## src/rtl/mig_app_traffic_gen_if.sv

```systemverilog
// MIG 7-series user (app) interface: command, write-data and read-data channels.
// The traffic generator uses the master side; the memory controller (or a model of it) uses the slave side.
interface mig_app_traffic_gen_if #(
    parameter int ADDR_WIDTH = 29,
    parameter int DATA_WIDTH = 256
);
    logic [ADDR_WIDTH-1:0]   app_addr;
    logic [2:0]              app_cmd;
    logic                    app_en;
    logic                    app_rdy;
    logic [DATA_WIDTH-1:0]   app_wdf_data;
    logic                    app_wdf_wren;
    logic                    app_wdf_end;
    logic [DATA_WIDTH/8-1:0] app_wdf_mask;
    logic                    app_wdf_rdy;
    logic [DATA_WIDTH-1:0]   app_rd_data;
    logic                    app_rd_data_valid;

    modport master (
        output app_addr, app_cmd, app_en, app_wdf_data, app_wdf_wren, app_wdf_end, app_wdf_mask,
        input  app_rdy, app_wdf_rdy, app_rd_data, app_rd_data_valid
    );

    modport slave (
        input  app_addr, app_cmd, app_en, app_wdf_data, app_wdf_wren, app_wdf_end, app_wdf_mask,
        output app_rdy, app_wdf_rdy, app_rd_data, app_rd_data_valid
    );
endinterface

```

## src/rtl/mig_app_traffic_gen.sv

```systemverilog
// Write/read-back DDR3 traffic generator and checker on the MIG app interface (ui_clk domain).
// Optional feature macro: TG_ERR_CAPTURE_EN keeps the first-error index/data capture registers.
module mig_app_traffic_gen #(
    parameter int ADDR_WIDTH    = 29,
    parameter int DATA_WIDTH    = 256,
    parameter int CNT_WIDTH     = 16,
    parameter int ADDR_STEP     = 8,
    parameter int DRAIN_TIMEOUT = 4096
) (
    input  logic                    ui_clk,
    input  logic                    ui_clk_sync_rst,
    input  logic                    init_calib_complete,
    input  logic                    start,
    input  logic [1:0]              mode,
    input  logic [CNT_WIDTH-1:0]    num_words,
    input  logic [ADDR_WIDTH-1:0]   base_addr,
    input  logic [31:0]             seed,
    mig_app_traffic_gen_if.master   app,
    output logic                    busy,
    output logic                    done,
    output logic                    tg_compare_error,
    output logic [CNT_WIDTH-1:0]    err_count,
    output logic [CNT_WIDTH-1:0]    first_err_index,
    output logic [DATA_WIDTH-1:0]   first_err_data
);
    localparam int                    LANES     = DATA_WIDTH / 32;
    localparam int                    TO_WIDTH  = $clog2(DRAIN_TIMEOUT + 1);
    localparam logic [31:0]           LANE_STEP = 32'(LANES);
    localparam logic [ADDR_WIDTH-1:0] ADDR_INC  = ADDR_WIDTH'(ADDR_STEP);
    localparam logic [TO_WIDTH-1:0]   TO_LAST   = TO_WIDTH'(DRAIN_TIMEOUT - 1);
    localparam logic [CNT_WIDTH-1:0]  CNT_ONE   = CNT_WIDTH'(1);

    typedef enum logic [2:0] {
        ST_IDLE, ST_WAIT_CAL, ST_WRITE, ST_READ, ST_DRAIN
    } state_t;

    state_t                 state_reg, state_next;
    logic [CNT_WIDTH-1:0]   num_words_reg;
    logic [ADDR_WIDTH-1:0]  base_addr_reg;
    logic [31:0]            seed_reg;
    logic [1:0]             mode_reg;
    logic [CNT_WIDTH-1:0]   cmd_cnt_reg, wd_cnt_reg, rd_cnt_reg;
    logic [CNT_WIDTH-1:0]   cmd_cnt_inc, wd_cnt_inc;
    logic [31:0]            wd_base_reg, rd_base_reg, wd_pat_base;
    logic [TO_WIDTH-1:0]    to_cnt_reg;
    logic                   app_en_reg, app_en_next;
    logic                   app_wdf_wren_reg, app_wdf_wren_next;
    logic [2:0]             app_cmd_reg;
    logic [ADDR_WIDTH-1:0]  app_addr_reg;
    logic [DATA_WIDTH-1:0]  app_wdf_data_reg;
    logic                   busy_reg, busy_next;
    logic                   done_reg, done_next;
    logic                   err_flag_reg;
    logic [CNT_WIDTH-1:0]   err_count_reg;
    logic                   cmd_acc, wd_acc, rd_check, rd_mismatch, timeout_hit;
    logic                   entering_write, entering_read;
    logic [DATA_WIDTH-1:0]  wd_pat, rd_expect;

    assign cmd_acc     = app_en_reg && app.app_rdy;
    assign wd_acc      = app_wdf_wren_reg && app.app_wdf_rdy;
    assign cmd_cnt_inc = cmd_cnt_reg + CNT_WIDTH'(cmd_acc);
    assign wd_cnt_inc  = wd_cnt_reg + CNT_WIDTH'(wd_acc);
    assign rd_check    = (state_reg == ST_READ || state_reg == ST_DRAIN) &&
                         app.app_rd_data_valid && (rd_cnt_reg < num_words_reg);
    assign rd_mismatch = rd_check && (app.app_rd_data != rd_expect);
    assign timeout_hit = (state_reg == ST_DRAIN) && !app.app_rd_data_valid && (to_cnt_reg == TO_LAST);

    assign entering_write = (state_reg == ST_WAIT_CAL) && (state_next == ST_WRITE);
    assign entering_read  = (state_reg != ST_READ) && (state_next == ST_READ);
    assign wd_pat_base    = entering_write ? seed_reg : wd_base_reg + LANE_STEP;

    // Lane k of word i carries seed + i*LANES + k; the *_base registers track seed + i*LANES.
    generate
        for (genvar gi = 0; gi < LANES; gi++) begin : g_lane
            assign wd_pat[gi*32 +: 32]    = wd_pat_base + 32'(gi);
            assign rd_expect[gi*32 +: 32] = rd_base_reg + 32'(gi);
        end
    endgenerate

    always_ff @(posedge ui_clk) begin
        if (ui_clk_sync_rst) state_reg <= ST_IDLE;
        else                 state_reg <= state_next;
    end

    always_comb begin
        state_next = state_reg;
        case (state_reg)
            ST_IDLE:     if (start) state_next = ST_WAIT_CAL;
            ST_WAIT_CAL: if (init_calib_complete) begin
                             if (num_words_reg == '0)     state_next = ST_IDLE;
                             else if (mode_reg == 2'b10)  state_next = ST_READ;
                             else                         state_next = ST_WRITE;
                         end
            ST_WRITE:    if (cmd_cnt_reg == num_words_reg && wd_cnt_reg == num_words_reg)
                             state_next = (mode_reg == 2'b01) ? ST_IDLE : ST_READ;
            ST_READ:     if (cmd_cnt_reg == num_words_reg) state_next = ST_DRAIN;
            ST_DRAIN:    if (rd_cnt_reg == num_words_reg || timeout_hit) state_next = ST_IDLE;
            default:     state_next = ST_IDLE;
        endcase
    end

    // Command and data valids drop only once their own counter has reached num_words.
    always_comb begin
        app_en_next       = 1'b0;
        app_wdf_wren_next = 1'b0;
        if ((state_reg == ST_WRITE || state_reg == ST_READ) && state_next == state_reg)
            app_en_next = (cmd_cnt_inc < num_words_reg);
        if (state_reg == ST_WRITE && state_next == ST_WRITE)
            app_wdf_wren_next = (wd_cnt_inc < num_words_reg);
        busy_next = (state_next != ST_IDLE);
        done_next = (state_reg != ST_IDLE) && (state_next == ST_IDLE);
    end

    always_ff @(posedge ui_clk) begin
        if (ui_clk_sync_rst) begin
            num_words_reg    <= '0;
            base_addr_reg    <= '0;
            seed_reg         <= '0;
            mode_reg         <= '0;
            cmd_cnt_reg      <= '0;
            wd_cnt_reg       <= '0;
            rd_cnt_reg       <= '0;
            wd_base_reg      <= '0;
            rd_base_reg      <= '0;
            to_cnt_reg       <= '0;
            app_en_reg       <= 1'b0;
            app_wdf_wren_reg <= 1'b0;
            app_cmd_reg      <= 3'b000;
            app_addr_reg     <= '0;
            app_wdf_data_reg <= '0;
            busy_reg         <= 1'b0;
            done_reg         <= 1'b0;
            err_flag_reg     <= 1'b0;
            err_count_reg    <= '0;
        end else begin
            app_en_reg       <= app_en_next;
            app_wdf_wren_reg <= app_wdf_wren_next;
            busy_reg         <= busy_next;
            done_reg         <= done_next;

            if (state_reg == ST_IDLE && start) begin
                num_words_reg <= num_words;
                base_addr_reg <= base_addr;
                seed_reg      <= seed;
                mode_reg      <= mode;
                err_flag_reg  <= 1'b0;
                err_count_reg <= '0;
            end

            if (entering_write || entering_read) begin
                cmd_cnt_reg  <= '0;
                app_addr_reg <= base_addr_reg;
                app_cmd_reg  <= entering_read ? 3'b001 : 3'b000;
            end else if (cmd_acc) begin
                cmd_cnt_reg  <= cmd_cnt_inc;
                app_addr_reg <= app_addr_reg + ADDR_INC;
            end

            if (entering_write || wd_acc) begin
                wd_cnt_reg       <= entering_write ? '0 : wd_cnt_inc;
                wd_base_reg      <= wd_pat_base;
                app_wdf_data_reg <= wd_pat;
            end

            if (entering_read) begin
                rd_cnt_reg  <= '0;
                rd_base_reg <= seed_reg;
            end else if (rd_check) begin
                rd_cnt_reg  <= rd_cnt_reg + CNT_ONE;
                rd_base_reg <= rd_base_reg + LANE_STEP;
            end

            if (rd_mismatch) begin
                if (err_count_reg != '1) err_count_reg <= err_count_reg + CNT_ONE;
                err_flag_reg <= 1'b1;
            end
            if (timeout_hit) err_flag_reg <= 1'b1;

            // Counts consecutive return-free cycles; any return or leaving DRAIN restarts it.
            to_cnt_reg <= (state_reg == ST_DRAIN && !app.app_rd_data_valid) ?
                          to_cnt_reg + TO_WIDTH'(1) : '0;
        end
    end

`ifdef TG_ERR_CAPTURE_EN
    logic [CNT_WIDTH-1:0]  first_err_index_reg;
    logic [DATA_WIDTH-1:0] first_err_data_reg;

    always_ff @(posedge ui_clk) begin
        if (ui_clk_sync_rst) begin
            first_err_index_reg <= '0;
            first_err_data_reg  <= '0;
        end else if (state_reg == ST_IDLE && start) begin
            first_err_index_reg <= '0;
            first_err_data_reg  <= '0;
        end else if (rd_mismatch && err_count_reg == '0) begin
            first_err_index_reg <= rd_cnt_reg;
            first_err_data_reg  <= app.app_rd_data;
        end
    end

    assign first_err_index = first_err_index_reg;
    assign first_err_data  = first_err_data_reg;
`else
    assign first_err_index = '0;
    assign first_err_data  = '0;
`endif

    assign app.app_en       = app_en_reg;
    assign app.app_cmd      = app_cmd_reg;
    assign app.app_addr     = app_addr_reg;
    assign app.app_wdf_wren = app_wdf_wren_reg;
    assign app.app_wdf_end  = app_wdf_wren_reg;
    assign app.app_wdf_data = app_wdf_data_reg;
    assign app.app_wdf_mask = '0;
    assign busy             = busy_reg;
    assign done             = done_reg;
    assign tg_compare_error = err_flag_reg;
    assign err_count        = err_count_reg;
endmodule

```

## src/flat_wrapper.sv

```systemverilog
// flat-port wrapper written by rule: the top's interface ports become plain ports
module mig_app_traffic_gen_flat 
#(
    parameter int ADDR_WIDTH    = 29,
    parameter int DATA_WIDTH    = 256,
    parameter int CNT_WIDTH     = 16,
    parameter int ADDR_STEP     = 8,
    parameter int DRAIN_TIMEOUT = 4096
)
  (ui_clk, ui_clk_sync_rst, init_calib_complete, start, mode, num_words, base_addr, seed, busy, done, tg_compare_error, err_count, first_err_index, first_err_data, app_app_addr, app_app_cmd, app_app_en, app_app_wdf_data, app_app_wdf_wren, app_app_wdf_end, app_app_wdf_mask, app_app_rdy, app_app_wdf_rdy, app_app_rd_data, app_app_rd_data_valid);
  mig_app_traffic_gen_if #(.ADDR_WIDTH(ADDR_WIDTH), .DATA_WIDTH(DATA_WIDTH)) app_i ();
  input  logic ui_clk;
  input  logic ui_clk_sync_rst;
  input  logic init_calib_complete;
  input  logic start;
  input  logic [1:0] mode;
  input  logic [CNT_WIDTH-1:0] num_words;
  input  logic [ADDR_WIDTH-1:0] base_addr;
  input  logic [31:0] seed;
  output logic busy;
  output logic done;
  output logic tg_compare_error;
  output logic [CNT_WIDTH-1:0] err_count;
  output logic [CNT_WIDTH-1:0] first_err_index;
  output logic [DATA_WIDTH-1:0] first_err_data;
  output wire logic [$bits(app_i.app_addr)-1:0] app_app_addr;
  output wire logic [$bits(app_i.app_cmd)-1:0] app_app_cmd;
  output wire logic [$bits(app_i.app_en)-1:0] app_app_en;
  output wire logic [$bits(app_i.app_wdf_data)-1:0] app_app_wdf_data;
  output wire logic [$bits(app_i.app_wdf_wren)-1:0] app_app_wdf_wren;
  output wire logic [$bits(app_i.app_wdf_end)-1:0] app_app_wdf_end;
  output wire logic [$bits(app_i.app_wdf_mask)-1:0] app_app_wdf_mask;
  input wire logic [$bits(app_i.app_rdy)-1:0] app_app_rdy;
  input wire logic [$bits(app_i.app_wdf_rdy)-1:0] app_app_wdf_rdy;
  input wire logic [$bits(app_i.app_rd_data)-1:0] app_app_rd_data;
  input wire logic [$bits(app_i.app_rd_data_valid)-1:0] app_app_rd_data_valid;
  assign app_app_addr = app_i.app_addr;
  assign app_app_cmd = app_i.app_cmd;
  assign app_app_en = app_i.app_en;
  assign app_app_wdf_data = app_i.app_wdf_data;
  assign app_app_wdf_wren = app_i.app_wdf_wren;
  assign app_app_wdf_end = app_i.app_wdf_end;
  assign app_app_wdf_mask = app_i.app_wdf_mask;
  assign app_i.app_rdy = app_app_rdy;
  assign app_i.app_wdf_rdy = app_app_wdf_rdy;
  assign app_i.app_rd_data = app_app_rd_data;
  assign app_i.app_rd_data_valid = app_app_rd_data_valid;
  mig_app_traffic_gen #(.ADDR_WIDTH(ADDR_WIDTH), .DATA_WIDTH(DATA_WIDTH), .CNT_WIDTH(CNT_WIDTH), .ADDR_STEP(ADDR_STEP), .DRAIN_TIMEOUT(DRAIN_TIMEOUT)) u_core (.ui_clk(ui_clk), .ui_clk_sync_rst(ui_clk_sync_rst), .init_calib_complete(init_calib_complete), .start(start), .mode(mode), .num_words(num_words), .base_addr(base_addr), .seed(seed), .app(app_i), .busy(busy), .done(done), .tg_compare_error(tg_compare_error), .err_count(err_count), .first_err_index(first_err_index), .first_err_data(first_err_data));
endmodule
```

## config.mk

```make
export PLATFORM = sky130hd
export DESIGN_NAME = mig_app_traffic_gen_flat
export DESIGN_NICKNAME = d
export VERILOG_FILES = /design/src/rtl/mig_app_traffic_gen_if.sv /design/src/rtl/mig_app_traffic_gen.sv /design/src/flat_wrapper.sv
export SDC_FILE = /design/constraint.sdc
export NUM_CORES = 2
export LEC_CHECK = 0
export CAP_MARGIN = 0
export CORE_AREA = 2 2 368 370
export DETAILED_ROUTE_END_ITERATION = 10
export DIE_AREA = 0 0 370 372
export GPL_ROUTABILITY_DRIVEN = 0
export HOLD_SLACK_MARGIN = 0.08
export SETUP_SLACK_MARGIN = 0.5
export SLEW_MARGIN = 15
export SYNTH_ARGS = -nofsm -noshare
export SYNTH_HDL_FRONTEND = slang
export SYNTH_SLANG_ARGS = --single-unit
export TNS_END_PERCENT = 10
```

## constraint.sdc

```tcl
create_clock -name ui_clk -period 5.5 [get_ports ui_clk]
set_clock_uncertainty 0.15 [all_clocks]
set_input_delay 0.825 -clock ui_clk [delete_from_list [all_inputs] [get_ports ui_clk]]
set_output_delay 0.825 -clock ui_clk [all_outputs]
set_load 0.02 [all_outputs]
```

### Word level (Yosys, flattened, before mapping)

Index checks and enable logic that the tools add are counted.

| word-level totals | value |
|---|---|
| flip-flop bits (word level) | 516 |
| bits of input ports | 342 |
| output and inout port bits | 614 |
| logic and storage cells | 119 |

| cells by class | value |
|---|---|
| add/sub/neg operators | 22 |
| $lt $le $gt $ge | 3 |
| equality and inequality tests | 16 |
| mux-type cells | 22 |
| bitwise gates (word level) | 3 |
| reductions and logical operators | 33 |

Operators by type and width:

| cell | number |
|---|---|
| 32-bit by 3-bit adder with 32-bit output (second input constant) | 8 |
| 256-bit inequality test | 1 |
| 32-bit by 2-bit adder with 32-bit output (second input constant) | 4 |
| 32-bit two-way mux | 3 |
| 32-bit by 1-bit adder with 32-bit output (second input constant) | 2 |
| 32-bit by 4-bit adder with 32-bit output (second input constant) | 2 |
| 16-bit two-way mux | 4 |
| 29-bit two-way mux | 2 |
| 16-bit == test | 3 |
| 16-bit less-than comparator | 3 |
| 16-bit by 1-bit adder with 16-bit output | 2 |
| 16-bit by 1-bit adder with 16-bit output (second input constant) | 2 |
| 29-bit by 4-bit adder with 29-bit output (second input constant) | 1 |
| 3-bit two-way mux | 6 |
| 16-bit logical NOT | 1 |
| 16-bit inequality test (second input constant) | 1 |
| 3-bit case mux with 5 select lines | 1 |
| 1-bit logical AND | 14 |
| 13-bit by 1-bit adder with 13-bit output (second input constant) | 1 |
| 13-bit by 12-bit == test with 1-bit output (second input constant) | 1 |
| 3-bit by 2-bit == test with 1-bit output (second input constant) | 4 |
| 2-bit OR reduction | 5 |
| 3-bit nonzero test | 3 |
| 3-bit logical NOT | 2 |
| other kinds (12) | 23 |

### Longest topological paths before layout

| depth | value |
|---|---|
| word-level depth | 10 |
| mapped depth | 22 |
| depth with buffers taken out | 15 |

### Worst setup path before layout

Ideal clock, no wire load.

| timing | value |
|---|---|
| path kind | input-to-reg |
| from | input port init_calib_complete |
| to | register u_core.app_wdf_data_reg[190], in the netlist u_core.app.app_wdf_data[190] |
| setup time | 0.091 ns |
| arrival time | 4.589 ns |
| data required time | 5.259 ns |
| slack | 0.670 ns |
| stages | 18 |
| buffers on the path | 4 |
| cells stage by stage | nor4b_1 nand4_1 o211a_1 nand2b_1 clkbuf_1 nor2_1 buf_2 buf_2 mux2i_1 clkinv_1 buf_1 ha_1 and3_1 a311o_1 and3_1 nand2_1 nor2_1 a311oi_1 |

| on the way | value |
|---|---|
| longest elaborated chain between the ends | 6 |
| elaborated cells on any way between the ends | 7 |
| those cells by class | add/sub (1); eq/ne (1); mux (3); reduce/logical (2) |

Ends and longest elaborated chain:

| item | RTL line | source |
|---|---|---|
| start, declared | flat_wrapper.sv:14 | `input logic init_calib_complete;` |
| 3-bit two-way mux (*) | mig_app_traffic_gen.sv:89 | `ST_WAIT_CAL: if (init_calib_complete) begin` |
| 3-bit case mux with 5 select lines (*) | mig_app_traffic_gen.sv:87 | `case (state_reg)` |
| 3-bit by 2-bit == test with 1-bit output (*) | mig_app_traffic_gen.sv:68 | `assign entering_write = (state_reg == ST_WAIT_CAL) && (state_next == ST_WRITE);` |
| 1-bit logical AND (*) | mig_app_traffic_gen.sv:68 |  |
| 32-bit two-way mux | mig_app_traffic_gen.sv:70 | `assign wd_pat_base = entering_write ? seed_reg : wd_base_reg + LANE_STEP;` |
| 32-bit by 3-bit adder with 32-bit output | mig_app_traffic_gen.sv:75 | `assign wd_pat[gi*32 +: 32] = wd_pat_base + 32'(gi);` |
| end signal, assigned | mig_app_traffic_gen.sv:162 | `app_wdf_data_reg <= wd_pat;` |
| end, declared | mig_app_traffic_gen.sv:50 | `logic [DATA_WIDTH-1:0] app_wdf_data_reg;` |

Every way passes the cells marked *; elsewhere a longest branch is shown, timed or not.
A chain may end at the register's enable or synchronous reset.

### Worst setup path in the final report

| timing | value |
|---|---|
| from | register u_core.rd_base_reg[6] |
| to | register u_core.err_count_reg[15], in the netlist u_core.err_count[15] |

| on the way | value |
|---|---|
| longest elaborated chain between the ends | 4 |
| elaborated cells on any way between the ends | 10 |
| those cells by class | add/sub (7); eq/ne (1); mux (1); reduce/logical (1) |

Ends and longest elaborated chain:

| item | RTL line | source |
|---|---|---|
| start, declared | mig_app_traffic_gen.sv:44 | `logic [31:0] wd_base_reg, rd_base_reg, wd_pat_base;` |
| start signal, assigned | mig_app_traffic_gen.sv:167 | `rd_base_reg <= seed_reg;` |
| start signal, assigned | mig_app_traffic_gen.sv:170 | `rd_base_reg <= rd_base_reg + LANE_STEP;` |
| 32-bit by 1-bit adder with 32-bit output (tied with other cells) | mig_app_traffic_gen.sv:76 | `assign rd_expect[gi*32 +: 32] = rd_base_reg + 32'(gi);` |
| 256-bit inequality test (*) | mig_app_traffic_gen.sv:65 | `assign rd_mismatch = rd_check && (app.app_rd_data != rd_expect);` |
| 1-bit logical AND (*) | mig_app_traffic_gen.sv:65 |  |
| 16-bit two-way mux (*) | mig_app_traffic_gen.sv:173 | `if (rd_mismatch) begin` |
| end signal, assigned | mig_app_traffic_gen.sv:174 | `if (err_count_reg != '1) err_count_reg <= err_count_reg + CNT_ONE;` |
| end, declared | mig_app_traffic_gen.sv:54 | `logic [CNT_WIDTH-1:0] err_count_reg;` |

Marked as above.

==> qor.txt <==
Share of layout cells above drive strength 1 -> 0.0734
# nets final -> 5569
Hold slack -> 0.304 ns
Met3 wire length -> 18000 µm
Fmax -> 0.195 GHz
HP Start -> u_core.app.app_wdf_data[130]
Final Cycle Share -> 0.934
Ys flop type -> dfxtp_1
GRT Util Overall -> 0.244
DR WL/cell -> 25.3 µm
Most common cell in the synthesized netlist -> nand2_1
Power share of the clock group -> 0.328
Post-Layout Cell Count -> 6990
Core box area -> 134000 µm²
Cts bufs inserted -> 54
Wl on met1 -> 68700 µm
Top Layer Used -> met5
Starting Density -> 0.258
Synth area leader -> dfxtp_1
# H-tree levels -> 2
Met2 wire len -> 79600 µm
Hold Path Class -> reg -> reg
Max-cap violation count -> 0
Die Area -> 138000 µm²
Via count -> 37400
Clk root buf -> clkbuf_16
Yosys Warn Count -> 0
CTS sink count -> 472
Post-synthesis cell count -> 4588
Pwr dens -> 260 nW/µm²
Min Clock Period, post-route -> 5.14 ns
Synth top area cells -> dfxtp_1 27%, xnor2_1 8.3%, buf_4 7.3%, nand2_1 5.9%, a21oi_1 4.9%
Syn Std Cell Area -> 34600 µm²
Clk buf depth -> 3
RSZ-0062 raised after global routing -> yes
Max IR drop VDD -> 246 µV
Post-synth top area share -> 0.273
Comb power frac -> 0.314
Post-synthesis sequential area ratio -> 0.273
Largest register FFs -> 246
WP data arrival -> 5.50 ns
Worst-Margin Slew -> 1.29 ns
Synth Area per Inst -> 7.55 µm²
Clk slew on worst S/H paths -> 0.06 ns
CTS tree -> yes
Hold violation total from the final report -> 0
Port bufs -> 649
Detail Route Antenna Nets -> 0
DP Area -> 42300 µm²
Synth Register Bits -> 472
Worst slack, placed -> -0.222 ns
Final instance area -> 44300 µm²
Slew Limit Fails -> 0
Total gr overflow -> 0
CP startpoint kind -> register
Fraction of registers with async set/reset -> 0
Number of synthesized flops with an enable pin -> 0
Switching Fraction -> 0.376
Top cells by count, synth -> 544 x nand2_1, 472 x dfxtp_1, 445 x nor2_1
Vias in the first global route -> 34500
Fill count -> 14200
Final Setup Violations -> 0
Worst R2R Start -> u_core.rd_base_reg[6]
Pleak -> 15.6 nW
Outcome -> completed
Worst Setup SP -> u_core.rd_base_reg[6]
Setup ws final -> 0.361 ns
Crit end category -> register
Initial antenna violation count -> 29
Die width -> 370 µm
DP Cell Count -> 6880
Seq pwr share -> 0.358
Rel. slew slack -> 0.134
Residual DRC count -> 0
First-pass GRT wire length -> 248000 µm
Initial DRT Pass Iterations -> 8
Worst EP required -> 5.86 ns
Setup CP Type -> reg -> reg
Sw power -> 0.00433 W
Internal -> 0.00719 W
DR vias/cell -> 5.35
Hpwl dp -> 136000 µm
DR iter-0 viols -> 4490
Total wire length -> 177000 µm
Row cnt -> 135
Io pins -> 956
Synth cell types -> 102
Synth-to-Final Area Change -> 28.0%
Die H -> 372 µm
Largest net degree at the start of global routing -> 130
CP Max Fanout -> 11
Worst skew pair latency -> 0.63 ns
-- path summary, 6_finish.rpt --
path / endpoint / slack (ns) / cells past startpoint
setup / recovery: u_core.err_count[15] / 0.36 / 13
hold / removal: u_core.app.app_wdf_data[130] / 0.30 / 2
setup reg to reg: u_core.err_count[15] / 0.36 / 13
hold reg to reg: u_core.app.app_wdf_data[130] / 0.30 / 2
-- timing repair --
action / in CTS / in global routing
setup endpoints to repair: 17 / 19
pin swaps: 0 / 2
hold buffers: 0 / 0
gates cloned: 0 / 1
setup buffers: 0 / 4
resized for setup: 4 / 14
-- metal layers --
layer	GRT usage	vias up
li1	-	16800
met1	0.298	17600
met2	0.397	2430
met3	0.0613	564
met4	0.118	24
met5	0	-
-- power by group through the flow --
stage                     sequential (W)  clock, W  combinational (W)
after floorplan                  0.00419         0            0.00207
after global placement           0.00419         0            0.00353
after detailed placement         0.00419         0            0.00355
after CTS                        0.00412   0.00385            0.00357
after global routing             0.00416   0.00397            0.00386
final                            0.00413   0.00378            0.00361
-- cells in the final DEF, fill, tap and decap left out, drive strengths merged, types with 15 or more instances in the layout --
cell type,synthesis,final
xor2,191,191
dfxtp,472,472
clkbuf,227,77
nor2,447,447
a22oi,24,24
a221oi,17,17
nand2,545,545
o21ai,127,127
conb,1,306
o311a,21,21
or4,18,18
and3,67,67
o22ai,20,20
or2,18,18
buf,404,194
xnor2,330,330
nor4,74,74
o31ai,15,15
nand4,117,117
and2,30,30
a311oi,18,18
a21o,33,33
clkdlybuf4s50,0,648
ha,67,67
a21oi,341,341
inv,66,66
nand3,153,153
clkinv,2,18
nand2b,58,58
nor3b,16,16
or3,35,35
nor2b,23,23
nor3,122,122
mux2i,53,53
and4,15,15
a31oi,30,30
o211ai,26,26
a211oi,169,169
-- per-stage QoR --
stage	total power (W)	TNS (ns)	util
floorplan	0.00625	0	-
global placement	0.00773	-0.781	0.315
detailed placement	0.00774	-2.02	0.315
CTS	0.0115	0	0.329
global route	0.0120	0	0.330
finish	0.0115	0	0.330
-- worst max-delay path, cell delays in order (launching register included) --
cell	delay (ns)
dfxtp_1	0.64
buf_4	0.34
nand4_4	0.28
nor2_2	0.32
o22ai_1	0.19
a2111oi_4	0.73
nand4_1	0.20
or4_4	0.48
or4_1	0.53
or4_1	0.55
buf_4	0.20
nand2_4	0.13
nor3_1	0.07
a41o_1	0.23
-- logic make-up (layout without fill, tap and decap cells) --
logic type	Yosys count	in the layout	synth area share
other cells	1	311	0.000108
buf+inv	700	1011	0.114
flops	472	472	0.273
fa+ha+maj	69	69	0.0248
compound gates	984	984	0.187
mux	63	63	0.0187
simple gates	1778	1778	0.251
xor+xnor	521	521	0.132
-- final cells by class --
type | instances | area (µm²) | share of cell area
Multi-Input combinational cell | 3721 | 22500 | 0.508
Sequential cell | 472 | 9450 | 0.213
Timing Repair Buffer | 842 | 8010 | 0.181
Tap cell | 1781 | 2230 | 0.0503
Clock buffer | 77 | 1590 | 0.0359
Inverter | 68 | 259 | 0.00585
Clock inverter | 23 | 245 | 0.00554
Antenna cell | 5 | 12.5 | 0.000282
Timing Repair inverter | 1 | 5.00 | 0.000113
Note: power is estimated with default switching activity, not from simulation.
